===== src/rtl/ysyx_25040109_lsu_sb.sv =====
// Load/store unit with a posted store buffer: aligned stores complete to WB at once
// and drain to memory in order; a load waits while an older store to its word is buffered.
module ysyx_25040109_lsu_sb #(
  parameter int XLEN     = 32,
  parameter int SB_DEPTH = 4
) (
  input  logic              clk,
  input  logic              rst,
  input  logic              in_valid,
  output logic              out_ready,
  input  logic [XLEN-1:0]   addr,
  input  logic [XLEN-1:0]   store_data,
  input  logic [2:0]        funct3,
  input  logic              is_load,
  input  logic              is_store,
  output logic              dmem_arvalid,
  input  logic              dmem_arready,
  output logic [XLEN-1:0]   dmem_araddr,
  input  logic              dmem_rvalid,
  output logic              dmem_rready,
  input  logic [XLEN-1:0]   dmem_rdata,
  output logic              dmem_wvalid,
  input  logic              dmem_wready,
  output logic [XLEN-1:0]   dmem_waddr,
  output logic [XLEN-1:0]   dmem_wdata,
  output logic [XLEN/8-1:0] dmem_wstrb,
  output logic              out_valid,
  input  logic              in_ready,
  output logic [XLEN-1:0]   load_data,
  output logic              misalign,
  output logic              sb_empty
);
  localparam int PTR_W   = $clog2(SB_DEPTH);
  localparam int STRB_W  = XLEN / 8;
  localparam int WADDR_W = XLEN - 2;

  typedef enum logic [1:0] {IDLE, LD_REQ, LD_WAIT, RESP} state_t;
  state_t state, state_nxt;

  logic [WADDR_W-1:0]  sb_addr [SB_DEPTH];
  logic [STRB_W-1:0]   sb_strb [SB_DEPTH];
  logic [XLEN-1:0]     sb_data [SB_DEPTH];
  logic [SB_DEPTH-1:0] sb_valid;
  logic [PTR_W-1:0]    wr_ptr, rd_ptr;
  logic [PTR_W:0]      count;
  logic                sb_full, fire, push, pop, hazard, req_misalign;
  logic [STRB_W-1:0]   req_strb;

  logic [WADDR_W-1:0]  ld_word;
  logic [1:0]          ld_off;
  logic [2:0]          ld_funct3;
  logic [XLEN-1:0]     load_data_q, load_ext, rdata_shifted;
  logic                misalign_q;

  assign sb_full   = (count == (PTR_W+1)'(SB_DEPTH));
  assign sb_empty  = (count == '0);
  assign out_ready = (state == IDLE) && !sb_full;
  assign fire      = in_valid && out_ready;

  assign req_misalign = (is_load || is_store) &&
                        (((funct3[1:0] == 2'b01) && addr[0]) ||
                         ((funct3[1:0] == 2'b10) && (addr[1:0] != 2'b00)));

  // A request flagged as both load and store is treated as a load.
  assign push = fire && is_store && !is_load && !req_misalign;
  assign pop  = dmem_wvalid && dmem_wready;

  always_comb begin
    // NOTE: every always_comb output gets a default first so no path infers a latch.
    req_strb = '0;
    case (funct3[1:0])
      2'b00:   req_strb = STRB_W'(1) << addr[1:0];
      2'b01:   req_strb = STRB_W'(3) << addr[1:0];
      2'b10:   req_strb = '1;
      default: req_strb = '0;
    endcase
  end

  always_comb begin
    hazard = 1'b0;
    for (int i = 0; i < SB_DEPTH; i++) begin
      if (sb_valid[i] && (sb_addr[i] == ld_word)) hazard = 1'b1;
    end
  end

  always_comb begin
    rdata_shifted = dmem_rdata >> {ld_off, 3'b000};
    load_ext      = '0;
    case (ld_funct3)
      3'b000:  load_ext = {{(XLEN-8){rdata_shifted[7]}}, rdata_shifted[7:0]};
      3'b001:  load_ext = {{(XLEN-16){rdata_shifted[15]}}, rdata_shifted[15:0]};
      3'b010:  load_ext = rdata_shifted;
      3'b100:  load_ext = {{(XLEN-8){1'b0}}, rdata_shifted[7:0]};
      3'b101:  load_ext = {{(XLEN-16){1'b0}}, rdata_shifted[15:0]};
      default: load_ext = '0;
    endcase
  end

  always_comb begin
    state_nxt = state;
    case (state)
      IDLE:    if (fire) state_nxt = (is_load && !req_misalign) ? LD_REQ : RESP;
      LD_REQ:  if (dmem_arvalid && dmem_arready) state_nxt = LD_WAIT;
      LD_WAIT: if (dmem_rvalid) state_nxt = RESP;
      RESP:    if (in_ready) state_nxt = IDLE;
      default: state_nxt = IDLE;
    endcase
  end

  always_ff @(posedge clk) begin
    if (rst) begin
      state       <= IDLE;
      ld_word     <= '0;
      ld_off      <= '0;
      ld_funct3   <= '0;
      load_data_q <= '0;
      misalign_q  <= 1'b0;
    end else begin
      state <= state_nxt;
      if (fire) begin
        ld_word     <= addr[XLEN-1:2];
        ld_off      <= addr[1:0];
        ld_funct3   <= funct3;
        load_data_q <= '0;
        misalign_q  <= req_misalign;
      end
      if ((state == LD_WAIT) && dmem_rvalid) load_data_q <= load_ext;
    end
  end

  always_ff @(posedge clk) begin
    if (rst) begin
      wr_ptr   <= '0;
      rd_ptr   <= '0;
      count    <= '0;
      sb_valid <= '0;
    end else begin
      if (push) begin
        wr_ptr           <= wr_ptr + 1'b1;
        sb_valid[wr_ptr] <= 1'b1;
      end
      if (pop) begin
        rd_ptr           <= rd_ptr + 1'b1;
        sb_valid[rd_ptr] <= 1'b0;
      end
      case ({push, pop})
        2'b10:   count <= count + 1'b1;
        2'b01:   count <= count - 1'b1;
        default: count <= count;
      endcase
    end
  end

  // NOTE: entry storage has no reset; sb_valid and count decide what is live.
  always_ff @(posedge clk) begin
    if (push) begin
      sb_addr[wr_ptr] <= addr[XLEN-1:2];
      sb_strb[wr_ptr] <= req_strb;
      sb_data[wr_ptr] <= store_data << {addr[1:0], 3'b000};
    end
  end

  assign dmem_arvalid = (state == LD_REQ) && !hazard;
  assign dmem_araddr  = {ld_word, 2'b00};
  assign dmem_rready  = (state == LD_WAIT);
  assign dmem_wvalid  = !sb_empty;
  assign dmem_waddr   = {sb_addr[rd_ptr], 2'b00};
  assign dmem_wdata   = sb_data[rd_ptr];
  assign dmem_wstrb   = sb_strb[rd_ptr];
  assign out_valid    = (state == RESP);
  assign load_data    = load_data_q;
  assign misalign     = misalign_q;

endmodule


===== config.mk =====
export PLATFORM = sky130hd
export DESIGN_NAME = ysyx_25040109_lsu_sb
export DESIGN_NICKNAME = d
export VERILOG_FILES = /design/src/rtl/ysyx_25040109_lsu_sb.sv
export SDC_FILE = /design/constraint.sdc
export NUM_CORES = 1
export LEC_CHECK = 0
export ABC_CLOCK_PERIOD_IN_PS = 5450
export CORE_MARGIN = 2
export CORE_UTILIZATION = 40
export DETAILED_ROUTE_END_ITERATION = 12
export DONT_BUFFER_PORTS = 1
export GPL_ROUTABILITY_DRIVEN = 0
export HOLD_SLACK_MARGIN = 0.02
export SLEW_MARGIN = 20
export SYNTH_ARGS = -nofsm -noshare
export SYNTH_HDL_FRONTEND = slang
export SYNTH_SLANG_ARGS = --single-unit

===== constraint.sdc =====
create_clock -name clk -period 5.45 [get_ports clk]
set_clock_uncertainty 0.2 [all_clocks]
set_input_delay 1.09 -clock clk [delete_from_list [all_inputs] [get_ports clk]]
set_output_delay 1.09 -clock clk [all_outputs]
set_load 0.005 [all_outputs]

==> impl_metrics.toml <==
[worst_setup_path]
worst-setup-path-type = "reg2out"
crit_arrival_ps = 2320
r2r-start = "state[1]"
startpoint_type = "register"
crit_chain = "xnor2_1 -> nand4_1 -> nor4_1 -> a22oi_1 -> and3_2"
cp-end-kind = "output pin"
cpPeakStageDelay_ps = 570
crit_fanout = 6
crit_start = "ld_word[27]"
crit_slowest_cell = "dfxtp_1"
path_depth = 5
r2r_slack_ps = 2300
required_ps = 4160
crit_end = "dmem_arvalid"
regToRegEndpoint = "sb_addr[0][6]"
critPathBufInv = 0
rr_worst_depth = 8
cp_top_family = "simple AND/OR/NAND/NOR gates"

[clocking]
hold_buffers = 0
h-tree-depth = 2
cts-buffers-inserted = 39
clock_sinks = 347
cts_setup_buffers = 0
clockBufferDepth = 3
ctsRootBufferMaster = "clkbuf_16"
clk_latency_ps = 540
ctsResizeCount = 0
clk_pin_slew_ps = 60
cts_tree = "built"

[sta]
worst_slew_pin_slew_ps = 1110
setup_violations = 0
tns_ps = 0
slew_headroom = 0.260
rsz0062_at_grt = "no"
fin_crit_sh = 0.662
fmax_mhz = 277
slew_violations = 0
finalHoldViolCount = 0
layout_min_cycle_time_ps = 3610

[pwr]
p_leak_uw = 0.00526
combPwrFrac = 0.166
seqPwrFrac = 0.443
internal_power_uw = 5170
swShare = 0.275
p_switching_uw = 1960
p_clk_frac = 0.391
power_uw = 7130
power.density_mw_per_mm2 = 416
ir_worst_vdd_uv = 187

[logic_synthesis]
synthAdderAreaFrac = 0.0118
ys_async_sr_fraction = 0
synth_cell_type_count = 51
syn_area_per_cell_sq_um = 14.1
yosysTopAreaCell = "edfxtp_1"
synthSimpleGateAreaFrac = 0.0741
syn-cell-area_sq_mm = 0.0155
yosys.area.top_type_share = 0.512
synth_top_family_by_area = "multiplexers"
yosysWarnings = 0
ys_ff_latch = 347
muxShareOfSynthArea = 0.120
syn_inst = 1098
synth_compound_area_frac = 0.0665
synth_xor_area_frac = 0.0706
ys.flop_type = "edfxtp_1"
synth.area.top_cells = "edfxtp_1 (51%), dfxtp_1 (11%), mux4_2 (9.6%)"
ys_seq_area_frac = 0.619
synth_edf_count = 264

[final_layout]
ff_latch_area_sq_mm = 0.00960
fillers = 3401
multi_input_area_sq_mm = 0.00534
nets = 1183
layout-drive-gt1-share = 0.147
area_growth_pct = 10.6
n_antenna_cell = 0

[global_route]
grt_pass1_wl_mm = 58.1
grt_pass1_vias = 8907
grt_max_degree = 84
track_usage = 0.192
gr-total-overflow = 0
antenna_found_initial = 0

[routing]
via_per_inst = 5.53
ant_nets = 0
drtIter0Drc = 635
firstDrtPassIters = 5
drt_wl_total_mm = 39.3
wl_per_cell_microns = 24.4
drc_errors = 0
vias = 8904

[die]
core_region_area_sq_mm = 0.0385
initial_core_util = 0.403
io_pins = 247
fp.dieH_microns = 201
dieArea_sq_mm = 0.0403
fp.dieW_microns = 201
rows = 72

[outcome]
status = "completed"

[placement]
post-dp-hpwl_mm = 26.6
port_buffers = 0

[run]
cap_violations = 0

[hold_path]
hold_path.class = "reg2reg"
[cell usage in the layout (no fill, tap or decap), drive strengths merged, types with 2 or more instances in the layout]
cell	n
nand4	28
xor2	2
dfxtp	83
clkinv	11
o31ai	2
and2	15
nand3	6
nand3b	2
a2bb2oi	8
nand2b	3
clkbuf	46
o21ai	27
bufinv	7
a21oi	65
a32oi	7
nor4	8
and3	2
mux2i	37
a22oi	19
inv	17
xnor2	122
a31oi	2
buf	9
clkinvlp	7
nor2b	17
a211oi	14
ha	13
nand2	89
nor2	73
edfxtp	264
mux4	66
or3	2
conb	4
a211o	8
[registers in the layout (all words and copies together) (netlist names), named ones only]
register	cells
load_data	32
wr_ptr	2
sb_valid	4
rd_ptr	2
ld_off	2
sb_strb	16
count	3
state	2
sb_addr	120
sb_data	128
misalign	1
ld_word	30
ld_funct3	3
[layout make-up]
type | count | share of cell area
Timing Repair Buffer | 9 | 0.00686
Tap cell | 518 | 0.0378
Clock inverter | 26 | 0.0198
Multi-Input combinational cell | 648 | 0.312
Inverter | 16 | 0.00350
Sequential cell | 347 | 0.560
Clock buffer | 46 | 0.0603
[routing by layer]
layer,global-route usage,routed length [microns],up-vias
li1,-,-,4000
met1,0.253,16400,4564
met2,0.318,19400,286
met3,0.0505,2840,54
met4,0.0495,751,0
met5,0,0,-
[kinds of logic after synthesis]
group,Yosys count
xor gates and xnor gates,124
other,1
DFF,347
muxes,103
and+or+nand+nor,247
buffers and inverters,106
AOI/OAI and AO/OA,156
adders and majority gates,14
[worst reg2reg max path, stage by stage (launching register included)]
cell,delay [ps]
dfxtp_1,330
inv_1,110
ha_1,280
inv_2,70
a31oi_4,200
and2_2,190
and4b_1,370
and2_4,670
buf_4,420
[through the flow]
step	cell area, sq um	hold slack [ps]	cells	utilization	setup WS [ps]
final	17100	314	1610	0.446	1840
after global routing	17100	355	1610	0.446	1730
after CTS	17100	315	1610	0.446	1800
after detailed placement	15800	307	1538	0.410	1470
after global placement	15800	302	1538	0.410	1560
after floorplan	15500	278	1101	-	1300
[worst min-delay path by stage]
stage | from | end | cells past startpoint | slack [ps]
after global placement | load_data[31] | load_data[31] | 2 | 300
after detailed placement | ld_funct3[0] | ld_funct3[0] | 2 | 310
after floorplan | load_data[0] | load_data[0] | 2 | 280
after global routing | count[2] | count[2] | 2 | 360
after CTS | ld_funct3[0] | ld_funct3[0] | 2 | 320
final | ld_funct3[0] | ld_funct3[0] | 2 | 310
[cells in the mapped netlist, types with 5 or more instances]
cell type / count
a32oi_1: 7
a211oi_1: 8
nor4_1: 7
and2_1: 14
a211oi_2: 5
buf_6: 16
a22oi_1: 19
a2bb2oi_1: 8
inv_1: 13
nand2_1: 89
o21ai_1: 5
mux2i_1: 37
nand3_1: 6
dfxtp_1: 83
a21oi_1: 65
buf_2: 27
o21ai_0: 22
nor2b_1: 17
edfxtp_1: 264
a211o_1: 8
mux4_2: 66
nand4_1: 28
xnor2_1: 121
clkbuf_1: 35
nor2_1: 73
buf_4: 10
ha_1: 13
[power by group through the flow]
stage                     Combinational, uW  Clock [uW]  Sequential (uW)
after floorplan                        1050           0             3090
after global placement                 1190           0             3210
after detailed placement               1200           0             3210
after CTS                              1210        2850             3160
after global routing                   1310        2930             3170
final                                  1180        2790             3160
Power figures use the tool's default switching activity.
